===== src/rtl/ws_tile_sequencer.sv =====
// Job sequencer for one weight-stationary systolic tile: loads weight rows, streams
// activation vectors under result-FIFO credit control, then drains until all results return.
module ws_tile_sequencer #(
  parameter int unsigned ROWS          = 32,
  parameter int unsigned COLS          = 32,
  parameter int unsigned MAC_DELAY     = 9,
  parameter int unsigned MAX_VECS      = 64,
  parameter int unsigned FIFO_DEPTH    = 16,
  parameter int unsigned DRAIN_TIMEOUT = ROWS * MAC_DELAY + ROWS + COLS,
  localparam int unsigned VEC_W        = $clog2(MAX_VECS + 1),
  localparam int unsigned ROW_W        = $clog2(ROWS),
  localparam int unsigned CRED_W       = $clog2(FIFO_DEPTH + 1)
) (
  input  logic              clk_i,
  input  logic              rst_ni,
  input  logic              start_i,
  input  logic [VEC_W-1:0]  num_vecs_i,
  output logic              busy_o,
  output logic              done_o,
  output logic              err_o,
  input  logic              w_valid_i,
  output logic              w_ready_o,
  output logic [ROW_W-1:0]  w_row_o,
  output logic              arr_w_load_o,
  input  logic              a_valid_i,
  output logic              a_ready_o,
  output logic              arr_a_issue_o,
  input  logic              arr_res_valid_i,
  input  logic              res_pop_i,
  output logic [CRED_W-1:0] credits_o
);

  localparam int unsigned IDLE_W = $clog2(DRAIN_TIMEOUT + 1);

  typedef enum logic [2:0] {StIdle, StLoadW, StStream, StDrain, StDone} state_e;

  state_e             r_state, w_state_d;
  logic [VEC_W-1:0]   r_n, w_n_d;
  logic [ROW_W-1:0]   r_row, w_row_d;
  logic [VEC_W-1:0]   r_issued, w_issued_d;
  logic [VEC_W-1:0]   r_recv, w_recv_d;
  logic [IDLE_W-1:0]  r_idle, w_idle_d;
  logic [CRED_W-1:0]  r_credits, w_credits_d;
  logic               r_err, w_err_d;

  // Outputs decode from registered state only; handshakes combine with the valids.
  assign busy_o        = (r_state != StIdle);
  assign done_o        = (r_state == StDone);
  assign err_o         = r_err;
  assign w_ready_o     = (r_state == StLoadW);
  assign w_row_o       = r_row;
  assign arr_w_load_o  = w_valid_i & w_ready_o;
  assign a_ready_o     = (r_state == StStream) && (r_credits != '0) && (r_issued < r_n);
  assign arr_a_issue_o = a_valid_i & a_ready_o;
  assign credits_o     = r_credits;

  // Next-state: job sequencing, then result accounting, then credit accounting.
  always_comb begin
    w_state_d   = r_state;
    w_n_d       = r_n;
    w_row_d     = r_row;
    w_issued_d  = r_issued;
    w_recv_d    = r_recv;
    w_idle_d    = r_idle;
    w_credits_d = r_credits;
    w_err_d     = r_err;

    case (r_state)
      StIdle: begin
        if (start_i) begin
          w_err_d = 1'b0;
          if (num_vecs_i == '0) begin
            w_state_d = StDone;
          end else if (num_vecs_i > VEC_W'(MAX_VECS)) begin
            w_err_d   = 1'b1;
            w_state_d = StDone;
          end else begin
            w_n_d      = num_vecs_i;
            w_row_d    = '0;
            w_issued_d = '0;
            w_recv_d   = '0;
            w_idle_d   = '0;
            w_state_d  = StLoadW;
          end
        end
      end
      StLoadW: begin
        if (arr_w_load_o) begin
          if (r_row == ROW_W'(ROWS - 1)) begin
            w_row_d   = '0;
            w_state_d = StStream;
          end else begin
            w_row_d = r_row + ROW_W'(1);
          end
        end
      end
      StStream: begin
        if (arr_a_issue_o) begin
          w_issued_d = r_issued + VEC_W'(1);
          if (w_issued_d == r_n) w_state_d = StDrain;
        end
      end
      StDrain: begin
        if (r_recv == r_n) begin
          w_state_d = StDone;
        end else if (arr_res_valid_i) begin
          w_idle_d = '0;
        end else if (r_idle == IDLE_W'(DRAIN_TIMEOUT - 1)) begin
          w_err_d   = 1'b1;
          w_state_d = StDone;
        end else begin
          w_idle_d = r_idle + IDLE_W'(1);
        end
      end
      StDone:  w_state_d = StIdle;
      default: w_state_d = StIdle;
    endcase

    // A result is only legal while a job still owes results.
    if (arr_res_valid_i) begin
      if (((r_state == StStream) || (r_state == StDrain)) && (r_recv != r_n)) begin
        w_recv_d = r_recv + VEC_W'(1);
      end else begin
        w_err_d = 1'b1;
      end
    end

    // Issue and pop in the same cycle cancel; a pop with a full credit pool is bogus.
    if (arr_a_issue_o && !res_pop_i) begin
      w_credits_d = r_credits - CRED_W'(1);
    end else if (res_pop_i && !arr_a_issue_o) begin
      if (r_credits == CRED_W'(FIFO_DEPTH)) w_err_d = 1'b1;
      else                                  w_credits_d = r_credits + CRED_W'(1);
    end
  end

  // State and counter registers with asynchronous reset.
  always_ff @(posedge clk_i or negedge rst_ni) begin
    if (!rst_ni) begin
      r_state   <= StIdle;
      r_n       <= '0;
      r_row     <= '0;
      r_issued  <= '0;
      r_recv    <= '0;
      r_idle    <= '0;
      r_credits <= CRED_W'(FIFO_DEPTH);
      r_err     <= 1'b0;
    end else begin
      r_state   <= w_state_d;
      r_n       <= w_n_d;
      r_row     <= w_row_d;
      r_issued  <= w_issued_d;
      r_recv    <= w_recv_d;
      r_idle    <= w_idle_d;
      r_credits <= w_credits_d;
      r_err     <= w_err_d;
    end
  end

endmodule

===== config.mk =====
export PLATFORM = sky130hd
export DESIGN_NAME = ws_tile_sequencer
export DESIGN_NICKNAME = d
export VERILOG_FILES = /design/src/rtl/ws_tile_sequencer.sv
export SDC_FILE = /design/constraint.sdc
export NUM_CORES = 1
export LEC_CHECK = 0
export BUFFER_PORTS_ARGS = -buffer_cell sky130_fd_sc_hd__buf_2
export CAP_MARGIN = 25
export CELL_PAD_IN_SITES_DETAIL_PLACEMENT = 1
export CELL_PAD_IN_SITES_GLOBAL_PLACEMENT = 1
export CORE_UTILIZATION = 49
export CTS_CLUSTER_SIZE = 25
export DETAILED_ROUTE_END_ITERATION = 8
export PLACE_DENSITY_LB_ADDON = 0.2
export SLEW_MARGIN = 25
export SYNTH_ARGS = -nofsm -noshare
export SYNTH_HDL_FRONTEND = slang
export SYNTH_SLANG_ARGS = --single-unit

===== constraint.sdc =====
create_clock -name clk_i -period 8.1 [get_ports clk_i]
set_input_delay 1.62 -clock clk_i [delete_from_list [all_inputs] [get_ports clk_i]]
set_output_delay 1.62 -clock clk_i [all_outputs]
set_load 0.02 [all_outputs]

==> results by group <==
Status
  • Status: complete, no violations

Clock tree
  • Total clock sinks: 44
  • Clock transition at path regs: approximately 0.09 ns
  • Post-CTS Resized: 0
  • H-Tree Depth: 2
  • Root Driver: clkbuf_8
  • Post-CTS setup buffer count: 0
  • CTS tree: built
  • Hold_buf cts: 0
  • CTS Buf Count: 5
  • Worst-Skew Late Latency: 0.30 ns
  • Clock Tree Buf Depth: 2

Placed design
  • Final HPWL DP: about 5400 microns
  • Pre-CTS WS: ~4 ns
  • Area after DPL: just over 0.003 sq mm
  • GPL Wtd Cong: 0.807
  • Buffers on Ports: 30

Synthesis
  • Synth Cell Area: 0.00292 sq mm
  • Post-synthesis register bit count: 44
  • Number of unique standard cell types used by synthesis: 62
  • Syn Inst Count: 317
  • Register area share after synthesis: 0.377
  • Top cells by area, synth: dfrtp_1 37%, ha_1 7.3%, xor2_1 4.5%
  • Yosys warns: 0
  • Syn Nets: 349
  • Synth Area per Inst: about 9 sq um
  • Synth top area share: 0.368
  • Post-synth EDFFs: 0
  • Post-synth top area cell: dfrtp_1
  • Synth async-reset ratio: 1.00
  • Primary FF master, synth: dfrtp_1

Setup path
  • Top cell by count, worst path: buf_2
  • Setup crit end: arr_a_issue_o
  • Delay-heaviest family, CP: buffers and inverters
  • CP Launch Point: a_valid_i
  • Critical Path Max Stage Delay: approximately 0.24 ns
  • Slowest stage cell, crit path: buf_4
  • CP Cell Sequence: buf_2, nor4b_2, buf_4, buf_2
  • WP depth: 4
  • R2R cell count: 14
  • Worst setup SP type: primary input
  • Setup Crit Path Kind: primary input to primary output
  • Endpoint class of the critical path: primary output
  • Buffer and inverter count on the worst path: 3
  • R2R setup slack: ~4.7 ns
  • Worst r2r src: r_n[2]
  • Max FO, Critical Path: 16
  • Worst EP required: 6.48 ns
  • R2R Path End: credits_o[4]
  • CP arrival: around 2.3 ns

STA
  • PnR worst setup slack: between 4 and 5 ns
  • Worst slew margin: 0.419
  • Fmax: roughly 260 MHz
  • Fin Setup TNS: 0 ns
  • Final setup fails: 0
  • RSZ-0062 raised after global routing: false
  • Slew @ Worst Pin: slightly below 0.9 ns
  • Final Hold Vio Count: 0
  • Post-Route Skew: 0.00275 ns
  • Count of pins over their slew limit: 0
  • Period utilization: 0.484
  • Minimum clock period: slightly below 4 ns

Finish
  • Post-route cell area: 0.00322 sq mm
  • Antenna diodes: 0
  • Nets@finish: about 380
  • Layout cells sized above 1: 0.154
  • Layout Utilization: 0.571
  • Fillers: 680
  • Area grow syn2layout: 10.2%

Global routing
  • Total grt overflow: 0
  • Met2 Use GR: 0.446
  • Tot GR Track Use: 0.264
  • Most Used Layer, Global Route: met2
  • Largest net degree at the start of global routing: 45
  • Number of global-route vias before repair: around 2600
  • GR met3 Demand/Resource: 0.0356
  • First-pass GRT wire length: 12800 microns
  • Met1 usage: 0.348
  • Initial antenna violation count: 0

Floorplanning
  • Row count: 27
  • Core area: ~0.0056 sq mm
  • Die Area: 0.00628 sq mm
  • Die X: between 70 and 80 microns
  • Initial Util: 0.518
  • Die outline height: 79.3 microns
  • IO Count: 31

Run
  • Max-cap violations: 0

Detailed routing
  • Iteration-0 DRC Markers: 80
  • Final ANT Viol Nets: 0
  • Pre-Repair DR Iteration Count: 4
  • WL/cell: 17.9 microns
  • Detailed-route wire length: 7450 microns
  • Vias per Instance: between 6 and 7
  • Via Count: ~2500
  • Drc violations: 0

Power and ir drop
  • Pwr/cell area: 237 mW/mm^2
  • Leak: about 1.6 nW
  • VDD IR max: around 0.16 mV

Worst hold path
  • Hold Startpoint: r_recv[6]
  • Type of the worst min-delay path: register to register
==> cell usage in the layout (no fill, tap or decap), drive strengths merged, types with 4 or more instances in the layout <==
cell	synthesis	routed
dfrtp	43	43
buf	4	31
inv	18	18
nand2b	5	5
a21oi	13	13
and3	8	8
nand4	4	4
a22o	8	8
nand3b	5	5
nand2	33	33
o21ai	15	15
or4	4	4
a211o	4	4
o211ai	4	4
nand3	18	18
nor3b	7	7
or3	4	4
mux2i	4	4
nor3	13	13
xor2	15	15
ha	17	17
clkbuf	8	6
nor2	11	11
==> per-layer routing <==
layer	vias up	part of all wire
met1	1261	0.47
met3	13	0.030
li1	1207	-
met2	55	0.48
met5	-	0
met4	0	0.019
==> layout make-up <==
cell class,instances,area [sq um],share of cell area
Clock buffer,6,72.6,0.0225
Tap cell,72,90.1,0.0280
Timing Repair Buffer,31,160,0.0497
Sequential cell,44,1100,0.342
Inverter,18,67.6,0.0210
Clock inverter,2,35.0,0.0109
Multi-Input combinational cell,243,1700,0.526
==> worst reg2reg max path, stage by stage, from the launching register on <==
cell and delay (ns):
dfrtp_1 0.50, inv_1 0.10, ha_1 0.32, a21oi_1 0.14, a21oi_1 0.11, nor4b_2 0.27
buf_4 0.24, ha_1 0.36, inv_1 0.11, fa_1 0.42, nor2b_1 0.13, o21a_1 0.14
nor3_1 0.05, nor3_1 0.21, xor2_1 0.19
==> state kept, by name, indices dropped and copies added, names as in the netlist <==
register,cells
r_issued,7
r_idle,9
r_recv,7
err_o,1
credits_o,5
r_state,3
w_row_o,5
r_n,7
==> how the worst min path moves through the flow <==
stage | to | depth (start not counted)
2_1_floorplan | r_recv[6] | 1
3_3_place_gp | r_recv[6] | 1
3_5_place_dp | r_recv[6] | 1
4_1_cts | r_recv[6] | 1
5_1_grt | r_recv[6] | 1
6_report | r_recv[6] | 1
==> per-stage QoR <==
step	hold slack [ns]	cells	power [W]
final	0.524	416	0.000764
after global placement	0.486	408	0.000580
after detailed placement	0.499	408	0.000594
after floorplan	0.468	317	0.000500
after global routing	0.558	416	0.000817
after CTS	0.527	416	0.000768
==> synthesized netlist by cell type, types with 3 or more instances <==
cell / number
inv_1: 18
o31ai_1: 3
o211ai_1: 4
xnor2_1: 3
nand2_1: 33
nor3b_1: 7
mux2_2: 3
dfrtp_1: 43
xor2_1: 15
or3_1: 4
nand4_1: 4
and3_1: 8
nor2_1: 11
a211o_1: 4
a21o_1: 3
mux2i_1: 4
or4_1: 3
nand3_1: 18
nand2b_1: 5
nor3_1: 12
a31oi_1: 3
nor2b_1: 3
ha_1: 17
nand3b_1: 5
o21ai_0: 14
a21oi_1: 12
a22o_1: 8
clkbuf_1: 8
==> cell families after synthesis <==
| kind of cell | synth area share |
|---|---|
| buf+inv | 0.0432 |
| flops | 0.377 |
| simple gates | 0.247 |
| fa+ha+maj | 0.0830 |
| mux | 0.0252 |
| compound gates | 0.171 |
| xor+xnor | 0.0539 |
==> power by group <==
part           internal, W  total [W]  switching (W)  leakage (nW)
clock network    0.0000917   0.000173      0.0000809        0.0552
registers         0.000259   0.000315      0.0000559         0.586
logic             0.000104   0.000276       0.000172         0.914
No activity file was read; power rests on OpenSTA's default activity.
